`src/rtl/msrv32_pipe_ctrl.sv`:
```
`default_nettype none
// ============================================================================
// Module   : msrv32_pipe_ctrl
// Purpose  : Sequencing controller for the msrv32 stage-2 pipeline register.
//            Each cycle it decides whether stage 2 captures new decode
//            results, holds them during a data-memory wait, or loads a bubble
//            after a branch/trap/mret redirect. It also selects the next-PC
//            source and gates instruction fetch.
// Ports    : clk_in            core clock, rising edge
//            reset_in          asynchronous active-high reset
//            trap_taken_in     exception/interrupt accepted this cycle
//            mret_in           mret retiring this cycle
//            branch_taken_in   branch/jump resolved taken this cycle
//            dmem_req_in       stage-2 instruction issues a load/store
//            dmem_ack_in       data memory completes the access this cycle
//            reg2_load_out     stage-2 register captures (0 = hold)
//            reg2_flush_out    stage-2 register loads a bubble
//            pc_sel_out        00 boot, 01 pc+4, 10 iadder, 11 CSR vector
//            imem_req_out      fetch enable
//            bus_err_out       one-cycle data-bus timeout pulse
//            stall_cycles_out  saturating wait-cycle count since reset
// Config   : MSRV32_DMEM_TIMEOUT_EN  enables the data-bus wait timeout.
//            Without it a wait lasts until ack and bus_err_out is 0.
// Revision : 1.0  initial release
// ============================================================================
module msrv32_pipe_ctrl #(
  parameter int STALL_CNT_W    = 8,
  parameter int TIMEOUT_CYCLES = 255
) (
  input  logic        clk_in,
  input  logic        reset_in,
  input  logic        trap_taken_in,
  input  logic        mret_in,
  input  logic        branch_taken_in,
  input  logic        dmem_req_in,
  input  logic        dmem_ack_in,
  output logic        reg2_load_out,
  output logic        reg2_flush_out,
  output logic [1:0]  pc_sel_out,
  output logic        imem_req_out,
  output logic        bus_err_out,
  output logic [31:0] stall_cycles_out
);

  localparam logic [1:0] PC_BOOT = 2'b00;
  localparam logic [1:0] PC_INC  = 2'b01;
  localparam logic [1:0] PC_ADDR = 2'b10;
  localparam logic [1:0] PC_CSR  = 2'b11;

  // The timeout compare value must fit in the wait counter.
  if (TIMEOUT_CYCLES >= (1 << STALL_CNT_W) || TIMEOUT_CYCLES < 1) begin : g_timeout_range_err
    $error("msrv32_pipe_ctrl: TIMEOUT_CYCLES out of range for STALL_CNT_W");
  end

  typedef enum logic [1:0] {
    RESET_S = 2'd0,
    RUN_S   = 2'd1,
    WAIT_S  = 2'd2,
    FLUSH_S = 2'd3
  } state_t;

  state_t                 state;
  state_t                 state_nxt;
  logic [STALL_CNT_W-1:0] wait_cnt;
  logic [STALL_CNT_W-1:0] wait_cnt_nxt;
  logic [31:0]            stall_nxt;

`ifdef MSRV32_DMEM_TIMEOUT_EN
  localparam logic [STALL_CNT_W-1:0] TIMEOUT_LAST = STALL_CNT_W'(TIMEOUT_CYCLES - 1);
  logic timeout_hit;
`endif

  // --------------------------------------------------------------------------
  // State, wait counter and stall counter registers
  // --------------------------------------------------------------------------
  always_ff @(posedge clk_in or posedge reset_in) begin
    if (reset_in) begin
      state            <= RESET_S;
      wait_cnt         <= '0;
      stall_cycles_out <= '0;
    end else begin
      state            <= state_nxt;
      wait_cnt         <= wait_cnt_nxt;
      stall_cycles_out <= stall_nxt;
    end
  end

`ifdef MSRV32_DMEM_TIMEOUT_EN
  // Pulse is registered: it appears in the FLUSH_S cycle after the timeout.
  always_ff @(posedge clk_in or posedge reset_in) begin
    if (reset_in) begin
      bus_err_out <= 1'b0;
    end else begin
      bus_err_out <= timeout_hit;
    end
  end
`else
  assign bus_err_out = 1'b0;
`endif

  // --------------------------------------------------------------------------
  // Next-state and output decode
  // --------------------------------------------------------------------------
  always_comb begin
    state_nxt      = state;
    wait_cnt_nxt   = wait_cnt;
    stall_nxt      = stall_cycles_out;
    reg2_load_out  = 1'b1;
    reg2_flush_out = 1'b0;
    pc_sel_out     = PC_INC;
    imem_req_out   = 1'b1;
`ifdef MSRV32_DMEM_TIMEOUT_EN
    timeout_hit    = 1'b0;
`endif

    case (state)
      RESET_S: begin
        reg2_flush_out = 1'b1;
        pc_sel_out     = PC_BOOT;
        state_nxt      = RUN_S;
      end

      RUN_S: begin
        // Redirects beat a pending stall; a stall beats a taken branch
        // because the branch instruction itself must wait for memory.
        if (trap_taken_in || mret_in) begin
          pc_sel_out     = PC_CSR;
          reg2_flush_out = 1'b1;
          state_nxt      = FLUSH_S;
        end else if (dmem_req_in && !dmem_ack_in) begin
          reg2_load_out  = 1'b0;
          imem_req_out   = 1'b0;
          wait_cnt_nxt   = '0;
          state_nxt      = WAIT_S;
        end else if (branch_taken_in) begin
          pc_sel_out     = PC_ADDR;
          reg2_flush_out = 1'b1;
          state_nxt      = FLUSH_S;
        end
      end

      WAIT_S: begin
        reg2_load_out = 1'b0;
        imem_req_out  = 1'b0;
        if (dmem_ack_in) begin
          // The ack cycle releases the hold and is not counted as a stall.
          reg2_load_out = 1'b1;
          state_nxt     = RUN_S;
        end else begin
          if (stall_cycles_out != 32'hFFFF_FFFF) begin
            stall_nxt = stall_cycles_out + 32'd1;
          end
          if (wait_cnt != {STALL_CNT_W{1'b1}}) begin
            wait_cnt_nxt = wait_cnt + 1'b1;
          end
`ifdef MSRV32_DMEM_TIMEOUT_EN
          // Abandon the access and vector to the trap handler; any late ack
          // lands in FLUSH_S/RUN_S where it has no effect.
          if (wait_cnt == TIMEOUT_LAST) begin
            timeout_hit    = 1'b1;
            pc_sel_out     = PC_CSR;
            reg2_flush_out = 1'b1;
            reg2_load_out  = 1'b1;
            state_nxt      = FLUSH_S;
          end
`endif
        end
      end

      FLUSH_S: begin
        // Single bubble; redirect requests are ignored here and the CSR file
        // keeps interrupts pending until RUN_S accepts them.
        reg2_flush_out = 1'b1;
        state_nxt      = RUN_S;
      end

      default: begin
        state_nxt = RESET_S;
      end
    endcase

    // Asynchronous reset forces a safe output pattern immediately.
    if (reset_in) begin
      reg2_load_out  = 1'b0;
      reg2_flush_out = 1'b1;
      pc_sel_out     = PC_BOOT;
      imem_req_out   = 1'b0;
    end
  end

endmodule
`default_nettype wire
```
`config.mk`:
```
export PLATFORM = sky130hd
export DESIGN_NAME = msrv32_pipe_ctrl
export DESIGN_NICKNAME = d
export VERILOG_FILES = /design/src/rtl/msrv32_pipe_ctrl.sv
export SDC_FILE = /design/constraint.sdc
export NUM_CORES = 1
export LEC_CHECK = 0
export ABC_AREA = 1
export BUFFER_PORTS_ARGS = -buffer_cell sky130_fd_sc_hd__buf_2
export CORE_ASPECT_RATIO = 1.75
export CORE_UTILIZATION = 50
export DETAILED_ROUTE_END_ITERATION = 7
export PLACE_DENSITY = 0.85
export REMOVE_ABC_BUFFERS = 1
export SYNTH_ARGS = -nofsm -noshare
export SYNTH_HDL_FRONTEND = slang
export SYNTH_SLANG_ARGS = --single-unit
```
`constraint.sdc`:
```
create_clock -name clk_in -period 1.7 [get_ports clk_in]
set_clock_uncertainty 0.05 [all_clocks]
set_input_delay 0.34 -clock clk_in [delete_from_list [all_inputs] [get_ports clk_in]]
set_output_delay 0.34 -clock clk_in [all_outputs]
set_load 0.02 [all_outputs]
```
# After elaboration in Yosys (flattened, before gate mapping)

Cells that the tools add are included.

Bits in registers: 34
Input bits: 7
Output and inout port bits: 38
Word-level logic and storage cells: 39

$add $sub $neg: 1
Equal/unequal tests: 6
Mux-type cells: 22
Bitwise operators: 1
Reductions and logical operators: 7

Operators by type and width:

| kind                  | count |
|---|---|
| $add 32x1->32 const B | 1 |
| $ne 32x32->1 const B  | 1 |
| $mux 2                | 8 |
| $mux 1                | 9 |
| $pmux 1 s2            | 3 |
| $pmux 2 s3            | 1 |
| $eq 2x2->1 const B    | 2 |
| $ne 4x4->1 const B    | 1 |
| $pmux 2 s2            | 1 |
| $reduce_and 3->1      | 1 |
| $eq 2x1->1 const B    | 1 |
| $logic_not 2->1       | 1 |
| $ne 2x2->1 const B    | 1 |
| $reduce_and 2->1      | 1 |
| $reduce_or 2->1       | 1 |
| $logic_and 1x1->1     | 1 |
| $logic_not 1->1       | 1 |
| $logic_or 1x1->1      | 1 |
| $not 1->1             | 1 |

# Logic depth before layout (Yosys ltp)

Gate-level depths: netlist (run 1).

Depth after elaboration: 6
Mapped depth: 11

# Least setup slack after synthesis (run 1)

No wires, ideal clock.

Path kind: flip-flop to flip-flop
Start: register stall_cycles_out[1]
End: register stall_cycles_out[10]
Setup time: 117 ps
Arrival time: 1,636 ps
Setup slack: -103 ps
Stages on the path, launching flop included: 12
Buffers on the path: 1
Clock period less this slack: 1,803 ps
Cells stage by stage: dfrtp_1 ha_1 inv_1 nor2_4 nand2_4 nor2_4 nand2_4 nand2_8 inv_4 buf_6 nand2_1 nand2_1

Word-level cells in the longest chain between the ends: 2

Ends and longest elaborated chain:

| what                                                  | line | source |
|---|---|---|
| start: declaration                                    | 42   | `output logic [31:0] stall_cycles_out` |
| start signal: assignment                              | 84   | `stall_cycles_out <= stall_nxt;` |
| branches (longest 2 deep; another with $add 32x1->32) | -    |  |

Parallel ways; which one is timed is not known.
A chain may end at the register's enable or synchronous reset.

# Worst setup path after layout (run 1)

Start: register state[0]
End: output port imem_req_out

Word-level cells in the longest chain between the ends: 3

Ends and longest elaborated chain:

| what                                            | line | source |
|---|---|---|
| start: declaration                              | 62   | `state_t state;` |
| start signal: assignment                        | 82   | `state <= state_nxt;` |
| $eq 2x2->1 / $eq 2x1->1 (equally long branches) | 116  | `case (state)` |
| $pmux 1 s2 (*)                                  | 116  |  |
| $mux 1 (*)                                      | 183  | `if (reset_in) begin` |
| end: declaration                                | 40   | `output logic imem_req_out,` |

Every way passes the cells marked *; elsewhere a longest branch is shown, timed or not.

==> results.ini, run 1 <==
[run_status]
outcome = finished, violations left
violations = negative setup slack

[placement]
pre_cts_ws_ns = -0.0359
placed_area_um2 = 2870
place.gp.congestion = 0.844
portBuffers = 43
dpl.cell_count = 498
dp_hpwl_mm = 5.22

[timing]
final_max_slew_viol_count = 0
period_needed_ns = 1.94
period_share_pct = 114
setup_viol = 5
rsz0062_at_grt = yes
fmax_mhz = 515
setup_ws_ns = -0.242
finalHoldViolations = 0

[setup_path]
cpMostUsedCell = nor2_4
crit_buf_inv = 3
path_delay_family = flip-flops
cp_max_fo = 4
worstPathRequired_ns = 1.31
cp_slowest_cell = dfrtp_2
critPathArrivalTime_ns = 1.55
critical-path-max-stage-delay_ns = 0.46
end_kind = output pin
start_kind = register
criticalPathCategory = register to output pin
path_cells = ha_4 -> inv_6 -> nor2_4 -> inv_2 -> nor2_4 -> a211oi_2 -> buf_4

[clock_network]
cts_hold_buffers = 0
worstSkewPairLatency_ns = 0.29
path_clk_slew_ns = 0.07
tritoncts = done
max-clock-path-buffers = 2
cts.htree.levels = 2
cts_sinks = 34
cts_root_buf = clkbuf_8
numCtsBuffers = 5

[power_and_ir_drop]
cellPowerDensity_nw_per_um2 = 729
p_clk_share_pct = 27.5
combPwrFrac_pct = 34.4
leakage_nw = 1.64
power.switching_mw = 0.787
switching_share_pct = 33.7
irDropWorstVdd_mv = 0.906
p_int_mw = 1.55
pwr-share-seq_pct = 38.2

[floorplan]
die-area_um2 = 5140
core-area_um2 = 4670
die_x_um = 54.6
chipHeight_um = 94.1
ioPinCount = 45
row_count = 33
start_util_pct = 52.0

[global_route]
grt_max_degree = 35
grt-ovfl-total = 0
grt_pass1_wl_mm = 11.0
grt_pass1_vias = 2528
grt_usage_pct = 30.5
grt_antenna_before_repair = 0

[cells_and_area]
final_common_cell = nand2_1
layoutNonFillerInstCount = 517
final_cell_mix = nand2_1, nor2_1, buf_4
drive_gt1_share_pct = 27.1
layout.nets = 475
area_growth_pct = 32.0
fin_area_um2 = 3200
diodes = 0
nFillCells = 388
fin_util_pct = 68.6

[drt]
wirelength_mm = 7.35
wire_per_inst_um = 14.2
drt_iter0_drc = 100
drcViolationCount = 0
vias_per_cell = 5.26
ant_nets = 0
drt-pass1-iter-count = 4
vias = 2717

[logic_synthesis]
yosysSeqAreaShare_pct = 35.1
yosys_warnings = 0
synth_cells = 380
synth_cell_type_count = 24
yosys_register_bits = 34
postSynthAreaPerCell_um2 = 6.38
syn_area_um2 = 2420

[worst_hold_path]
hold_class = input pin to asynchronous set/reset pin

[job]
maxCapViolCount = 0

==> Yosys cell counts (all sizes together) <==
master / number / area (um2)
nand4: 4 / 25.0
inv: 36 / 138
nand3: 20 / 100
nand2: 187 / 736
xor2: 8 / 70.1
conb: 1 / 3.75
a21oi: 2 / 10.0
o21ai: 6 / 30.0
nand3b: 2 / 15.0
o22ai: 1 / 6.26
dfrtp: 34 / 851
xnor2: 6 / 52.6
buf: 6 / 63.8
nor2: 60 / 253
a211oi: 2 / 15.0
a31oi: 1 / 6.26
ha: 4 / 50.1
==> sequential cells by signal, indices dropped and copies added (netlist names) <==
register / cells
stall_cycles_out: 32
state: 2
==> worst min-delay path: cells and delay by family <==
family,cells,cell delay [ns]
buf+inv,3,0.62
==> layer usage <==
layer | wire length (um) | global-route usage, %
met2 | 3990 | 53.7
met3 | 302 | 5.34
met4 | 495 | 22.6
met5 | 0 | 0
met1 | 2560 | 28.9
==> worst paths after layout <==
path	startpoint	endpoint	slack, ns	cells after the start
max in group asynchronous	reset_in	stall_cycles_out[10]$_DFFE_PP0P_	1.07	3
worst min-delay path	reset_in	stall_cycles_out[16]$_DFFE_PP0P_	0.19	3
worst max-delay path	state[0]$_DFFE_PP0P_	imem_req_out	-0.24	7
worst max register to register	stall_cycles_out[0]$_DFFE_PP0P_	stall_cycles_out[30]$_DFFE_PP0P_	0.08	10
min in group clk_in	branch_taken_in	state[1]$_DFFE_PP0P_	0.37	3
worst min register to register	stall_cycles_out[31]$_DFFE_PP0P_	stall_cycles_out[31]$_DFFE_PP0P_	0.51	2
==> per-stage QoR <==
| stage | power, mW | hold slack, ns | setup TNS, ns |
|---|---|---|---|
| finish | 2.33 | 0.185 | -0.924 |
| global route | 2.43 | 0.239 | -1.75 |
| CTS | 2.20 | 0.184 | -0.661 |
| detailed placement | 1.39 | 0.476 | -0.0359 |
| global placement | 1.38 | 0.464 | 0 |
| floorplan | 1.20 | 0.431 | -3.23 |
==> power groups by stage <==
stage,combinational [mW],sequential [mW],clock [mW]
floorplan,0.265,0.938,0
global placement,0.488,0.891,0
detailed placement,0.501,0.893,0
CTS,0.680,0.882,0.640
global route,0.858,0.893,0.678
finish,0.802,0.891,0.641
==> cell type report <==
| cell class | count | area (um2) | area share [%] |
|---|---|---|---|
| clock buffer | 7 | 86.3 | 2.70 |
| timing repair buffer | 83 | 566 | 17.7 |
| multi-input combinational | 304 | 1480 | 46.2 |
| sequential | 34 | 853 | 26.7 |
| clock inverter | 1 | 5.00 | 0.156 |
| tap | 52 | 65.1 | 2.03 |
| inverter | 36 | 148 | 4.61 |
==> kinds of logic after synthesis <==
family / Yosys count / synth area share [%]
adders and majority gates: 4 / 2.06
other: 1 / 0.155
AOI/OAI and AO/OA: 12 / 2.79
buffers and inverters: 42 / 8.31
and+or+nand+nor: 273 / 46.5
xor gates and xnor gates: 14 / 5.06
DFF: 34 / 35.1
==> timing repair <==
| action | in CTS | in global routing |
|---|---|---|
| resized for setup | 19 | 25 |
| cloned | 0 | 1 |
| pin swaps | 5 | 10 |
| buffers inserted | 4 | 6 |
| endpoints found under the hold margin | 0 | 0 |
| setup endpoints to repair | 5 | 36 |
(Power assumes the default switching activity.)
==> run 2, diff against run 1 <==
RECOVER_POWER = 25   (was default)
==> run 2 against run 1 <==
  * The run still ends with negative setup slack left
  * Power barely moved
  * Combinational power barely moved
  * Global-route usage did not move
  * Sequential power barely moved
  * Hold slack improved by 0.16 ns
  * Via count did not move
  * Clock power barely moved
==> results.ini, run 2 (synthesis gave the netlist of run 1 again) <==
[drt]
wire_per_inst_um = 14.2  ; about the same
wirelength_mm = 7.35  ; about the same
ant_nets = 0  ; unchanged
drcViolationCount = 0  ; unchanged
vias_per_cell = 5.26  ; unchanged
drt_iter0_drc = 100  ; unchanged
drt-pass1-iter-count = 4  ; unchanged
vias = 2717  ; unchanged

[setup_path]
critPathArrivalTime_ns = 1.55  ; about the same
worstPathRequired_ns = 1.31  ; about the same
end_kind = output pin
path_cells = ha_4 -> inv_6 -> nor2_4 -> inv_2 -> nor2_4 -> a211oi_2 -> buf_4
rr_worst_depth = 10  ; unchanged
cpMostUsedCell = nor2_4
crit_buf_inv = 3  ; unchanged
start_kind = register
criticalPathCategory = register to output pin
cp_slowest_cell = dfrtp_2
path_delay_family = flip-flops
cp_max_fo = 4  ; unchanged
critical-path-max-stage-delay_ns = 0.46  ; about the same
path_depth = 7  ; unchanged
reg2reg_slack_ns = 0.08  ; about the same

[floorplan]
die-area_um2 = 5140  ; unchanged
chipHeight_um = 94.1  ; unchanged
row_count = 33  ; unchanged
die_x_um = 54.6  ; unchanged
core-area_um2 = 4670  ; unchanged
start_util_pct = 52.0  ; unchanged
ioPinCount = 45  ; unchanged

[timing]
final_max_slew_viol_count = 0  ; unchanged
worst_pin_slew_ns = 0.895
relSlewSlack_pct = 40.4
period_share_pct = 114  ; unchanged
period_needed_ns = 1.94  ; unchanged
setup_ws_ns = -0.242  ; unchanged
setup_viol = 5  ; unchanged
finalHoldViolations = 0  ; unchanged
fmax_mhz = 515  ; unchanged
rsz0062_at_grt = yes

[cells_and_area]
largestRegisters = stall_cycles_out x32, state x2
final_cell_mix = nand2_1, nor2_1, buf_4
top_register = stall_cycles_out
diodes = 0  ; unchanged
area_growth_pct = 31.9  ; about the same
largest_register_ff_count = 32  ; unchanged
fin_util_pct = 68.6  ; about the same
fin_area_um2 = 3200  ; about the same
final_common_cell = nand2_1
layout.nets = 475  ; unchanged
drive_gt1_share_pct = 27.1  ; unchanged

[clock_network]
max-clock-path-buffers = 2  ; unchanged
numCtsBuffers = 5  ; unchanged
cts.htree.levels = 2  ; unchanged
tritoncts = done
worstSkewPairLatency_ns = 0.29  ; about the same
path_clk_slew_ns = 0.07  ; about the same
cts_hold_buffers = 0  ; unchanged
cts_sinks = 34  ; unchanged
cts_root_buf = clkbuf_8

[power_and_ir_drop]
power.switching_mw = 0.787  ; about the same
pwr-share-seq_pct = 38.2  ; about the same
irDropWorstVdd_mv = 0.906  ; about the same
switching_share_pct = 33.7  ; about the same
leakage_nw = 1.64  ; about the same
p_int_mw = 1.55  ; about the same
combPwrFrac_pct = 34.3  ; about the same
p_clk_share_pct = 27.5  ; about the same
cellPowerDensity_nw_per_um2 = 729  ; about the same

[run_status]
violations = negative setup slack
outcome = finished, violations left

[placement]
place.gp.congestion = 0.844  ; unchanged
dp_hpwl_mm = 5.22  ; unchanged
portBuffers = 43  ; unchanged
placed_area_um2 = 2870  ; unchanged

[global_route]
grt_pass1_wl_mm = 11.0  ; unchanged
grt_pass1_vias = 2528  ; unchanged
grt_antenna_before_repair = 0  ; unchanged
grt-ovfl-total = 0  ; unchanged
grt_usage_pct = 30.5  ; unchanged
grt_max_degree = 35  ; unchanged

[job]
maxCapViolCount = 0  ; unchanged

[worst_hold_path]
hold_class = input pin to asynchronous set/reset pin

==> run 2: cell count changes in the layout (fill, tap and decap cells not counted) <==
| cell | change |
|---|---|
| buf_4 | -1 |
| clkbuf_2 | +1 |
==> run 2: repair_timing <==
item / 4_1_cts / 5_1_grt
cloned: 0 / 1
setup buffers: 4 / 6
endpoints found under the hold margin: 0 / 0
pin swaps: 5 / 10
setup endpoints to repair: 5 / 36
gates resized for setup: 19 / 25
==> run 2: through the flow <==
stage	setup slack (ns)	hold slack (ns)	setup TNS, ns	power, mW	cells
final	-0.242	0.349	-0.924	2.33	517
after CTS	-0.167	0.184	-0.661	2.20	510
after global routing	-0.274	0.384	-1.75	2.43	517
after floorplan	-0.125	0.431	-3.23	1.20	374
after detailed placement	-0.0359	0.476	-0.0359	1.39	498
after global placement	0.0329	0.464	0	1.38	498
==> run 2: worst register-to-register path: stages (launching register included) <==
cell	delay [ns]
dfrtp_1	0.37
ha_2	0.18
inv_1	0.08
nor2_4	0.14
nand2_4	0.08
nor2_4	0.12
nand2_4	0.10
nand2_8	0.14
buf_4	0.18
nand2_1	0.06
nand2_1	0.06
==> run 2: power groups by stage <==
stage	clock network, mW	registers (mW)	logic [mW]
2_1_floorplan	0	0.938	0.265
5_1_grt	0.678	0.893	0.858
6_report	0.641	0.891	0.801
4_1_cts	0.640	0.882	0.680
3_3_place_gp	0	0.891	0.488
3_5_place_dp	0	0.893	0.501
==> run 2: area by class of cell <==
| class | count | area, um2 |
|---|---|---|
| multi-input combinational | 304 | 1480 |
| fill | 389 | 1470 |
| sequential | 34 | 853 |
| timing repair buffer | 83 | 563 |
| inverter | 36 | 148 |
| clock buffer | 7 | 86.3 |
| tap | 52 | 65.1 |
| clock inverter | 1 | 5.00 |
==> run 2: path summary, 6_finish.rpt <==
check                                                 start                          endpoint
max                                    state[0]$_DFFE_PP0P_                      imem_req_out
max reg2reg                 stall_cycles_out[0]$_DFFE_PP0P_  stall_cycles_out[30]$_DFFE_PP0P_
min                                                reset_in  stall_cycles_out[16]$_DFFE_PP0P_
min in group clk_in                         branch_taken_in              state[1]$_DFFE_PP0P_
max in group asynchronous                          reset_in  stall_cycles_out[10]$_DFFE_PP0P_
min reg2reg                stall_cycles_out[31]$_DFFE_PP0P_  stall_cycles_out[31]$_DFFE_PP0P_
==> run 2: layer usage <==
metal / vias to the layer above / GRT usage [%] / part of all wire [%]
li1: 1324 / - / -
met1: 1251 / 28.9 / 35
met2: 104 / 53.7 / 54
met3: 38 / 5.34 / 4.1
met4: 0 / 22.6 / 6.7
met5: - / 0 / 0
==> run 3, diff against run 2 <==
ABC_AREA = default   (was 1)
CORE_UTILIZATION = 48   (was 50)
==> run 3 against run 2 <==
  * The run still ends with negative setup slack left
  * Critical path depth fell by 1
  * Clock power fell by 3%
  * Synthesized cell count fell by 50%
  * First-iteration DRC count fell by 43%
  * Sequential power fell by 2%
  * Critical endpoint is now reg2_flush_out
  * Hold slack improved by 0.022 ns
  * Power fell by 11%
  * Routed wire length fell by 4.5%
  * Setup slack got worse by 0.013 ns
  * Clock-buffer cell count did not move
  * Largest power group unchanged
  * Global-route usage rose by 1.1 points
  * Core utilization rose by 17 points
==> results.ini, run 3 <==
[floorplan]
die-area_um2 = 4150  ; -19%
die_x_um = 49.1  ; -10%
start_util_pct = 50.9  ; -1.0 points
row_count = 29  ; -12%
ioPinCount = 45  ; unchanged
chipHeight_um = 84.5  ; -10%
core-area_um2 = 3660  ; -21%

[drt]
dr_wl_met2_mm = 3.94  ; -1.2%
vias_per_cell = 5.84  ; +11%
vias = 2104  ; -23%
met1_length_mm = 2.37  ; -7.5%
wirelength_mm = 7.02  ; -4.5%
top_layer = met4
wire_per_inst_um = 19.5  ; +37%
drt_iter0_drc = 57  ; -43%
route.met3.wl_um = 315  ; +4.3%
drt-pass1-iter-count = 4  ; unchanged
drcViolationCount = 0  ; unchanged
ant_nets = 0  ; unchanged

[timing]
hold-worst-slack_ns = 0.371  ; +0.0217 ns
setup_viol = 35  ; +30
setup_tns_ns = -5.25  ; -4.33 ns
worst_pin_slew_ns = 1.08  ; +0.189 ns
finalHoldViolations = 0  ; unchanged
period_share_pct = 115  ; +0.74 points
fmax_mhz = 512  ; -0.64%
rsz0062_at_grt = yes
setup_ws_ns = -0.254  ; -0.0126 ns
period_needed_ns = 1.95  ; +0.0126 ns
relSlewSlack_pct = 27.8  ; -13 points
final_max_slew_viol_count = 0  ; unchanged

[worst_hold_path]
hold_class = input pin to asynchronous set/reset pin

[cells_and_area]
largestRegisters = stall_cycles_out x32, state x2
area_growth_pct = 68.2
layout.nets = 324  ; -32%
layoutNonFillerInstCount = 360  ; -30%
final_cell_mix = buf_4, buf_2, dfrtp_1
diodes = 0  ; unchanged
top_register = stall_cycles_out
drive_gt1_share_pct = 57.3  ; +30 points
largest_register_ff_count = 32  ; unchanged
final_common_cell = buf_4

[power_and_ir_drop]
cellPowerDensity_nw_per_um2 = 663  ; -9.0%
p_int_mw = 1.47  ; -5.2%
combPwrFrac_pct = 28.1  ; -6.2 points
switching_share_pct = 29.7  ; -4.1 points
pwr-share-seq_pct = 41.9  ; +3.7 points
irDropWorstVdd_mv = 0.908  ; +0.20%
leakage_nw = 1.60  ; -2.7%
power.switching_mw = 0.618  ; -21%
p_clk_share_pct = 30.0  ; +2.5 points
power.total_mw = 2.08  ; -11%

[clock_network]
cts_hold_buffers = 0  ; unchanged
worstSkewPairLatency_ns = 0.30  ; about the same
numCtsBuffers = 5  ; unchanged
tritoncts = done
path_clk_slew_ns = 0.07  ; about the same
cts_sinks = 34  ; unchanged
max-clock-path-buffers = 2  ; unchanged
cts.htree.levels = 2  ; unchanged
cts_root_buf = clkbuf_8

[logic_synthesis]
synth_flop_cell = dfrtp_1
yosys_register_bits = 34  ; unchanged
syn_area_um2 = 1870  ; -23%
synth-compound-area-share_pct = 6.10  ; +3.3 points
synth_top_family_by_area = simple AND/OR/NAND/NOR gates
postSynthAreaPerCell_um2 = 9.88  ; +55%
synthMuxAreaShare_pct = 1.21  ; +1.2 points
async_reset_ff_share_pct = 100  ; unchanged
synth_top_area_share_pct = 45.6  ; +10 points
yosys_warnings = 0  ; unchanged
yosysSeqAreaShare_pct = 45.6  ; +10 points
yosys-top-cells-count = dfrtp_1, xor2_1, nand2_1
yosys.area_share.simple_pct = 27.8  ; -19 points
synth-xor-area-share_pct = 13.6  ; +8.5 points
synth_top_area_cell = dfrtp_1
synth_edf_count = 0  ; unchanged
yosysMostFrequentCell = dfrtp_1
synth_fa_ha_area_share_pct = 2.68  ; +0.62 points
synth_cells = 189  ; -50%
synth.area.top_cells = dfrtp_1, xor2_1, xnor2_1, nor3_1, nand2_1
synth_cell_type_count = 41  ; +71%

[setup_path]
start_kind = register
cp_slowest_cell = dfrtp_1
crit_buf_inv = 2  ; -1
path_delay_family = flip-flops
worstPathRequired_ns = 1.31  ; about the same
reg2reg_slack_ns = -0.20  ; -0.28 ns
cp_max_fo = 4  ; unchanged
end_kind = output pin
criticalPathCategory = register to output pin
critical-path-max-stage-delay_ns = 0.41  ; -0.05 ns
critPathArrivalTime_ns = 1.56  ; about the same
path_cells = inv_2 -> ha_4 -> a21bo_4 -> a21o_1 -> nand2_1 -> buf_6

[job]
maxCapViolCount = 0  ; unchanged

[global_route]
grt_pass1_wl_mm = 9.58  ; -13%
grt_pass1_vias = 2046  ; -19%
grt_max_degree = 21  ; -40%
grt_antenna_before_repair = 0  ; unchanged
grt_usage_pct = 31.6  ; +1.1 points
grt-ovfl-total = 0  ; unchanged

[run_status]
violations = negative setup slack
outcome = finished, violations left

[placement]
dpl.cell_count = 327  ; -34%
portBuffers = 43  ; unchanged
place.gp.congestion = 0.902  ; +6.9%
pre_cts_ws_ns = -0.342  ; -0.306 ns
dp_hpwl_mm = 3.84  ; -26%

## run 3: cell type report
type,instances,area (um2)
Clock inverter,1,5.00
Inverter,8,30.0
Sequential cell,34,852
Multi-Input combinational cell,143,1260
Tap cell,46,57.6
Clock buffer,7,86.3
Timing Repair Buffer,121,846
Fill cell,190,524
## run 3: worst register-to-register path, stage by stage (launching register included)
cell	delay, ns
dfrtp_1	0.38
inv_2	0.06
ha_2	0.20
nand3b_1	0.12
nor4_4	0.26
buf_4	0.19
o2111ai_4	0.19
nor3_2	0.19
xor2_1	0.18
## run 3: stage by stage
step / util, % / instance area (um2)
after floorplan: - / 1840
after global placement: 68.6 / 2510
after detailed placement: 68.6 / 2510
after CTS: 80.2 / 2940
after global routing: 85.7 / 3140
final: 85.7 / 3140
## run 3: path summary, 6_finish.rpt
check                      cells after the start                        startpoint                               end
max                                            6              state[1]$_DFFE_PP0P_                    reg2_flush_out
min                                            3                          reset_in  stall_cycles_out[11]$_DFFE_PP0P_
max reg2reg                                    8              state[0]$_DFFE_PP0P_  stall_cycles_out[26]$_DFFE_PP0P_
min reg2reg                                    1  stall_cycles_out[30]$_DFFE_PP0P_  stall_cycles_out[30]$_DFFE_PP0P_
max in group asynchronous                      3                          reset_in  stall_cycles_out[12]$_DFFE_PP0P_
min in group clk_in                            3                   branch_taken_in              state[0]$_DFFE_PP0P_
## run 3: power by group through the flow
stage	logic (mW)	registers, mW	clock network [mW]
floorplan	0.187	0.912	0
global placement	0.373	0.876	0
detailed placement	0.378	0.881	0
CTS	0.475	0.869	0.632
global route	0.616	0.875	0.649
finish	0.586	0.873	0.624
## run 3: metal layers
metal	vias up	GRT usage [%]
met3	38	5.25
met1	1043	30.0
met4	0	22.2
li1	920	-
met5	-	0
met2	103	58.8
## run 3: logic make-up after synthesis
group | count (synthesis)
XOR/XNOR | 29
buffers and inverters | 12
multiplexers | 2
flip-flops | 34
AO/OA/AOI/OAI | 15
AND/OR/NAND/NOR | 92
other | 1
adder cells (fa/ha/maj) | 4
## run 3: timing repair
action / 4_1_cts / 5_1_grt
pin swaps: 28 / 17
buffers inserted: 9 / 16
setup endpoints to repair: 37 / 37
resized for setup: 55 / 22
